## config.mk

```make
export PLATFORM = sky130hd
export DESIGN_NAME = sort_ctrl
export DESIGN_NICKNAME = d
export VERILOG_FILES = /design/src/rtl/sort_pkg.sv /design/src/rtl/sort_ctrl_counter.sv /design/src/rtl/sort_ctrl.sv
export SDC_FILE = /design/constraint.sdc
export NUM_CORES = 1
export LEC_CHECK = 0
export ABC_CLOCK_PERIOD_IN_PS = 2260
export BUFFER_PORTS_ARGS = -buffer_cell sky130_fd_sc_hd__clkbuf_2
export CAP_MARGIN = 20
export CORE_MARGIN = 2
export CORE_UTILIZATION = 40
export CTS_CLUSTER_SIZE = 10
export DETAILED_ROUTE_END_ITERATION = 12
export GPL_ROUTABILITY_DRIVEN = 0
export GPL_TIMING_DRIVEN = 0
export SYNTH_ARGS = -nofsm -noshare
export SYNTH_HDL_FRONTEND = slang
export SYNTH_HIERARCHICAL = 1
export SYNTH_SLANG_ARGS = --single-unit
```

## constraint.sdc

```tcl
create_clock -name clk -period 2.26 [get_ports clk]
set_input_delay 0.452 -clock clk [delete_from_list [all_inputs] [get_ports clk]]
set_output_delay 0.452 -clock clk [all_outputs]
set_load 0.005 [all_outputs]
```

## src/rtl/sort_pkg.sv

```systemverilog
// Shared types and default sizing for the bubble-sort memory controller.
package sort_pkg;

    localparam int DEF_N = 8;
    localparam int DEF_W = 8;

    typedef enum logic [2:0] {
        IDLE,
        RD0,
        RD1,
        CMP,
        WR0,
        WR1,
        NEXT,
        DONE
    } state_t;

endpackage

```

## src/rtl/sort_ctrl_counter.sv

```systemverilog
// Loadable up-counter: synchronous reset, load has priority over increment.
module sort_ctrl_counter #(
    parameter int WIDTH = 3
) (
    input  logic             clk,
    input  logic             rst,
    input  logic             ld,
    input  logic             en,
    input  logic [WIDTH-1:0] d,
    output logic [WIDTH-1:0] q
);

    // Count register: reset, then load, then increment.
    always_ff @(posedge clk) begin
        if (rst) begin
            q <= '0;
        end else if (ld) begin
            q <= d;
        end else if (en) begin
            q <= q + WIDTH'(1);
        end
    end

endmodule

```

## src/rtl/sort_ctrl.sv

```systemverilog
// In-place ascending bubble sort over a single-port memory of N words.
// Optional feature: define SORT_EARLY_EXIT_EN to finish after the first
// pass that performs no swap.
module sort_ctrl
    import sort_pkg::*;
#(
    parameter int N  = DEF_N,
    parameter int W  = DEF_W,
    parameter int AW = $clog2(N)
) (
    input  logic          clk,
    input  logic          rst,
    input  logic          start,
    output logic          busy,
    output logic          done,
    output logic [AW-1:0] mem_addr,
    input  logic [W-1:0]  mem_rdata,
    output logic [W-1:0]  mem_wdata,
    output logic          mem_we
);

    localparam logic [AW-1:0] LAST = AW'(N - 2);

    state_t        state, state_n;
    logic [W-1:0]  a, b;
    logic [AW-1:0] i_q, j_q, last_j;
    logic          i_ld, i_en, j_ld, j_en;

    assign last_j = LAST - i_q;

    sort_ctrl_counter #(.WIDTH(AW)) u_i (
        .clk (clk),
        .rst (rst),
        .ld  (i_ld),
        .en  (i_en),
        .d   ('0),
        .q   (i_q)
    );

    sort_ctrl_counter #(.WIDTH(AW)) u_j (
        .clk (clk),
        .rst (rst),
        .ld  (j_ld),
        .en  (j_en),
        .d   ('0),
        .q   (j_q)
    );

`ifdef SORT_EARLY_EXIT_EN
    logic swapped, sw_clr, sw_set;

    // Tracks whether the current pass has exchanged any pair.
    always_ff @(posedge clk) begin
        if (rst) begin
            swapped <= 1'b0;
        end else if (sw_clr) begin
            swapped <= 1'b0;
        end else if (sw_set) begin
            swapped <= 1'b1;
        end
    end
`endif

    // State register.
    always_ff @(posedge clk) begin
        if (rst) begin
            state <= IDLE;
        end else begin
            state <= state_n;
        end
    end

    // Operand latches: A[j] arrives in RD1, A[j+1] arrives in CMP.
    always_ff @(posedge clk) begin
        if (rst) begin
            a <= '0;
            b <= '0;
        end else begin
            if (state == RD1) begin
                a <= mem_rdata;
            end
            if (state == CMP) begin
                b <= mem_rdata;
            end
        end
    end

    // Next-state, memory strobes and counter controls.
    always_comb begin
        state_n   = state;
        busy      = 1'b1;
        done      = 1'b0;
        mem_addr  = '0;
        mem_wdata = '0;
        mem_we    = 1'b0;
        i_ld      = 1'b0;
        i_en      = 1'b0;
        j_ld      = 1'b0;
        j_en      = 1'b0;
`ifdef SORT_EARLY_EXIT_EN
        sw_clr    = 1'b0;
        sw_set    = 1'b0;
`endif
        case (state)
            IDLE: begin
                busy = 1'b0;
                if (start) begin
                    i_ld    = 1'b1;
                    j_ld    = 1'b1;
`ifdef SORT_EARLY_EXIT_EN
                    sw_clr  = 1'b1;
`endif
                    state_n = RD0;
                end
            end
            RD0: begin
                mem_addr = j_q;
                state_n  = RD1;
            end
            RD1: begin
                mem_addr = j_q + AW'(1);
                state_n  = CMP;
            end
            CMP: begin
                // b is still being latched, so compare against the live read data.
                if (a > mem_rdata) begin
                    state_n = WR0;
                end else begin
                    state_n = NEXT;
                end
            end
            WR0: begin
                mem_addr  = j_q;
                mem_wdata = b;
                mem_we    = 1'b1;
                state_n   = WR1;
            end
            WR1: begin
                mem_addr  = j_q + AW'(1);
                mem_wdata = a;
                mem_we    = 1'b1;
`ifdef SORT_EARLY_EXIT_EN
                sw_set    = 1'b1;
`endif
                state_n   = NEXT;
            end
            NEXT: begin
                if (j_q != last_j) begin
                    j_en    = 1'b1;
                    state_n = RD0;
                end else if (i_q == LAST) begin
                    state_n = DONE;
`ifdef SORT_EARLY_EXIT_EN
                end else if (!swapped) begin
                    state_n = DONE;
`endif
                end else begin
                    j_ld    = 1'b1;
                    i_en    = 1'b1;
`ifdef SORT_EARLY_EXIT_EN
                    sw_clr  = 1'b1;
`endif
                    state_n = RD0;
                end
            end
            DONE: begin
                done    = 1'b1;
                state_n = IDLE;
            end
            default: state_n = IDLE;
        endcase
    end

endmodule

```

==> summary.md <==
| Metric | Value |
|---|---|
| Hold buffers post-CTS | 0 |
| Setup bufs post-CTS | 0 |
| Post-CTS sizing | 0 |
| Nets | ~260 |
| Share of cells above drive strength 1 | 0.204 |
| Yosys warns | 6 |
| Fin cells | 280 |
| CTS tree | built |
| Arrival time worst endpoint | 1590 ps |
| Clock-pin slew on the worst setup and hold paths | 90 ps |
| Vias in the first global route | about 1300 |
| Leak pwr | approximately 0.83 nW |
| Top cells by count, synth | dfxtp_1 (25), nor2_1 (23), nand2_1 (20) |
| Final hold vios | 0 |
| Yosys top cell area share | 0.300 |
| Port bufs | 24 |
| Final period util | 0.904 |
| Startpoint types | flop |
| Core area | ~0.004 sq mm |
| Most numerous cell in the Yosys netlist | dfxtp_1 |
| Unique masters post-synth | 41 |
| Sum Neg Setup Slack | 0 ps |
| Die Ht | 68.6 microns |
| Full die area | 0.00471 sq mm |
| First-pass GRT wire length | 5.81 mm |
| Sequential share of power | 0.468 |
| Cells after synthesis | a little under 200 |
| Max VDD drop | 0.277 mV |
| MaxCap Viol Count | 0 |
| Status | finished, final reports clean |
| Top post-synthesis cells by area | dfxtp_1 (30%), mux2i_1 (11%), ha_1 (9.7%) |
| Largest net degree at the start of global routing | 16 |
| Grt total ovfl | 0 |
| Synth async-reset ratio | 0 |
| TritonCTS Sinks | 25 |
| Crit path cell chain | ha_1 > mux2i_1 > nor2_1 > a31oi_1 > o21ai_0 > clkbuf_2 |
| Total wire length | between 3 and 4 mm |
| Unrepaired setup endpoints after global routing | no |
| Combinational Power Share | 0.273 |
| CTS max path bufs | 2 |
| H-Tree Level Count | 1 |
| Routing usage on met2 | 0.251 |
| Mapped Area | 0.00167 sq mm |
| Worst path slowest cell | dfxtp_1 |
| DRC errors left | 0 |
| CP required | 1810 ps |
| Max frequency | 0.489 GHz |
| Routed Antenna Nets | 0 |
| Starting density of the core | 0.417 |
| Cell Rows | 23 |
| Crit path capture type | output pin |
| Internal | 0.000739 W |
| Post-Place Cells | 276 |
| Post-synth EDFFs | 0 |
| Cell area power density | 571 mW/mm^2 |
| Clock power share | 0.259 |
| Top Ports | 25 |
| Gr busiest metal | met2 |
| Worst-Skew Late Latency | 280 ps |
| Switch share | 0.326 |
| Ant. Diodes | 0 |
| FF+latch count, synth | 25 |
| Vias per Instance | ~5.0 |
| Syn_area_per_cell | roughly 8.5 sq um |
| Clock root buffer | clkbuf_8 |
| Seq/Total Area, Yosys | 0.300 |
| Worst hold start | start |
| GR Util met3 | 0.0260 |
| Area Growth Syn to Fin | 15.0% |
| TritonCTS Buffers | 3 |
| Synth area leader | dfxtp_1 |
| Vias | 1403 |
| Clock Skew | 3.67 ps |
| Initial DRC count | 39 |
| Setup violators final | 0 |
| Post-DR wirelength/cell | 12.6 microns |
| Final Max Tran Viols | 0 |
| Critical Path Start | u_j/q[0] |
| All-Layer GR Usage | 0.165 |
| NetSw | 0.000357 W |
| FF-to-FF Start | u_i/q[0] |
| Post-layout min period | just over 2000 ps |
| Chip Width | ~69 microns |
| Initial antenna violation count | 0 |
| Crit path max fanout | 7 |
| Slowest stage delay, CP | around 500 ps |
| DP Wirelength | 2.54 mm |
| Min-delay worst type | input port to flop |
| Synth Flop Type | dfxtp_1 |
| CP Class | flop to output pin |
| DRT Pass-1 Iters | 4 |
| Met1 GRT Util | 0.238 |
## cell families (layout without fill, tap and decap cells)
group | after synthesis | count (layout) | synth area share
XOR/XNOR | 9 | 9 | 0.0517
adder cells (fa/ha/maj) | 13 | 13 | 0.0975
multiplexers | 18 | 18 | 0.108
AO/OA/AOI/OAI | 36 | 36 | 0.145
buffers and inverters | 26 | 54 | 0.0795
flip-flops | 25 | 25 | 0.300
other | 1 | 6 | 0.00225
AND/OR/NAND/NOR | 69 | 69 | 0.217
## routing by layer
layer  vias up  share of wire  wire length, microns
li1        736              -                     -
met1       631           0.52                  1850
met2        32           0.41                  1450
met3         4          0.050                   177
met4         0          0.012                    44
met5         -              0                     0
## layout by cell type (no fill, tap or decap), types with 3 or more instances in the layout
master,synthesis,final
and3_1,3,3
xnor2_1,4,4
xor2_1,4,4
conb_1,1,6
buf_2,4,4
nor2_1,23,23
ha_1,13,13
dfxtp_1,25,25
clkbuf_8,0,3
a211oi_1,7,7
nor2b_1,6,6
buf_6,4,4
nand2_1,20,20
clkbuf_2,0,24
a21oi_1,15,15
inv_1,16,16
mux2i_1,18,18
## cell type report
class                      count  area (sq um)
tap                           50          62.6
fill                         406          2080
buffer                         9          68.8
timing repair buffer          24           120
multi-input combinational    151          1050
clock inverter                 1          7.51
sequential                    25           500
clock buffer                   3          41.3
inverter                      17          63.8
## worst max-delay path: cells and delay by family (launching register included)
kind                       cells  cell delay, ps
AOI/OAI and AO/OA              2             210
adders and majority gates      1             300
buffers and inverters          1             120
DFF                            1             500
muxes                          1             140
and+or+nand+nor                1              50
## power groups by stage
stage          Combinational (W)  Sequential (W)  Clock, W
2_1_floorplan           0.000233        0.000513         0
3_3_place_gp            0.000297        0.000523         0
3_5_place_dp            0.000300        0.000523         0
4_1_cts                 0.000302        0.000513  0.000295
5_1_grt                 0.000339        0.000519  0.000306
6_report                0.000300        0.000512  0.000284
## state kept, by name (all words and copies together) (netlist names)
register / count
a: 8
b: 8
state: 3
u_i/q: 3
u_j/q: 3
## final timing paths
check / to / slack (ps) / depth (start not counted)
setup / recovery: mem_addr[1] / 220 / 6
hold / removal: state[0] / 410 / 2
setup reg to reg: u_j/q[2] / 290 / 7
hold reg to reg: b[2] / 460 / 2
## stage by stage
stage	setup slack (ps)	cell area, sq um	utilization	hold WS (ps)	total power (W)
floorplan	474	1690	-	433	0.000746
global placement	302	1870	0.468	444	0.000820
detailed placement	301	1870	0.468	449	0.000823
CTS	209	1920	0.480	403	0.00111
global route	76.0	1920	0.480	409	0.00116
finish	216	1920	0.480	407	0.00110
No activity file was read; power rests on OpenSTA's default activity.
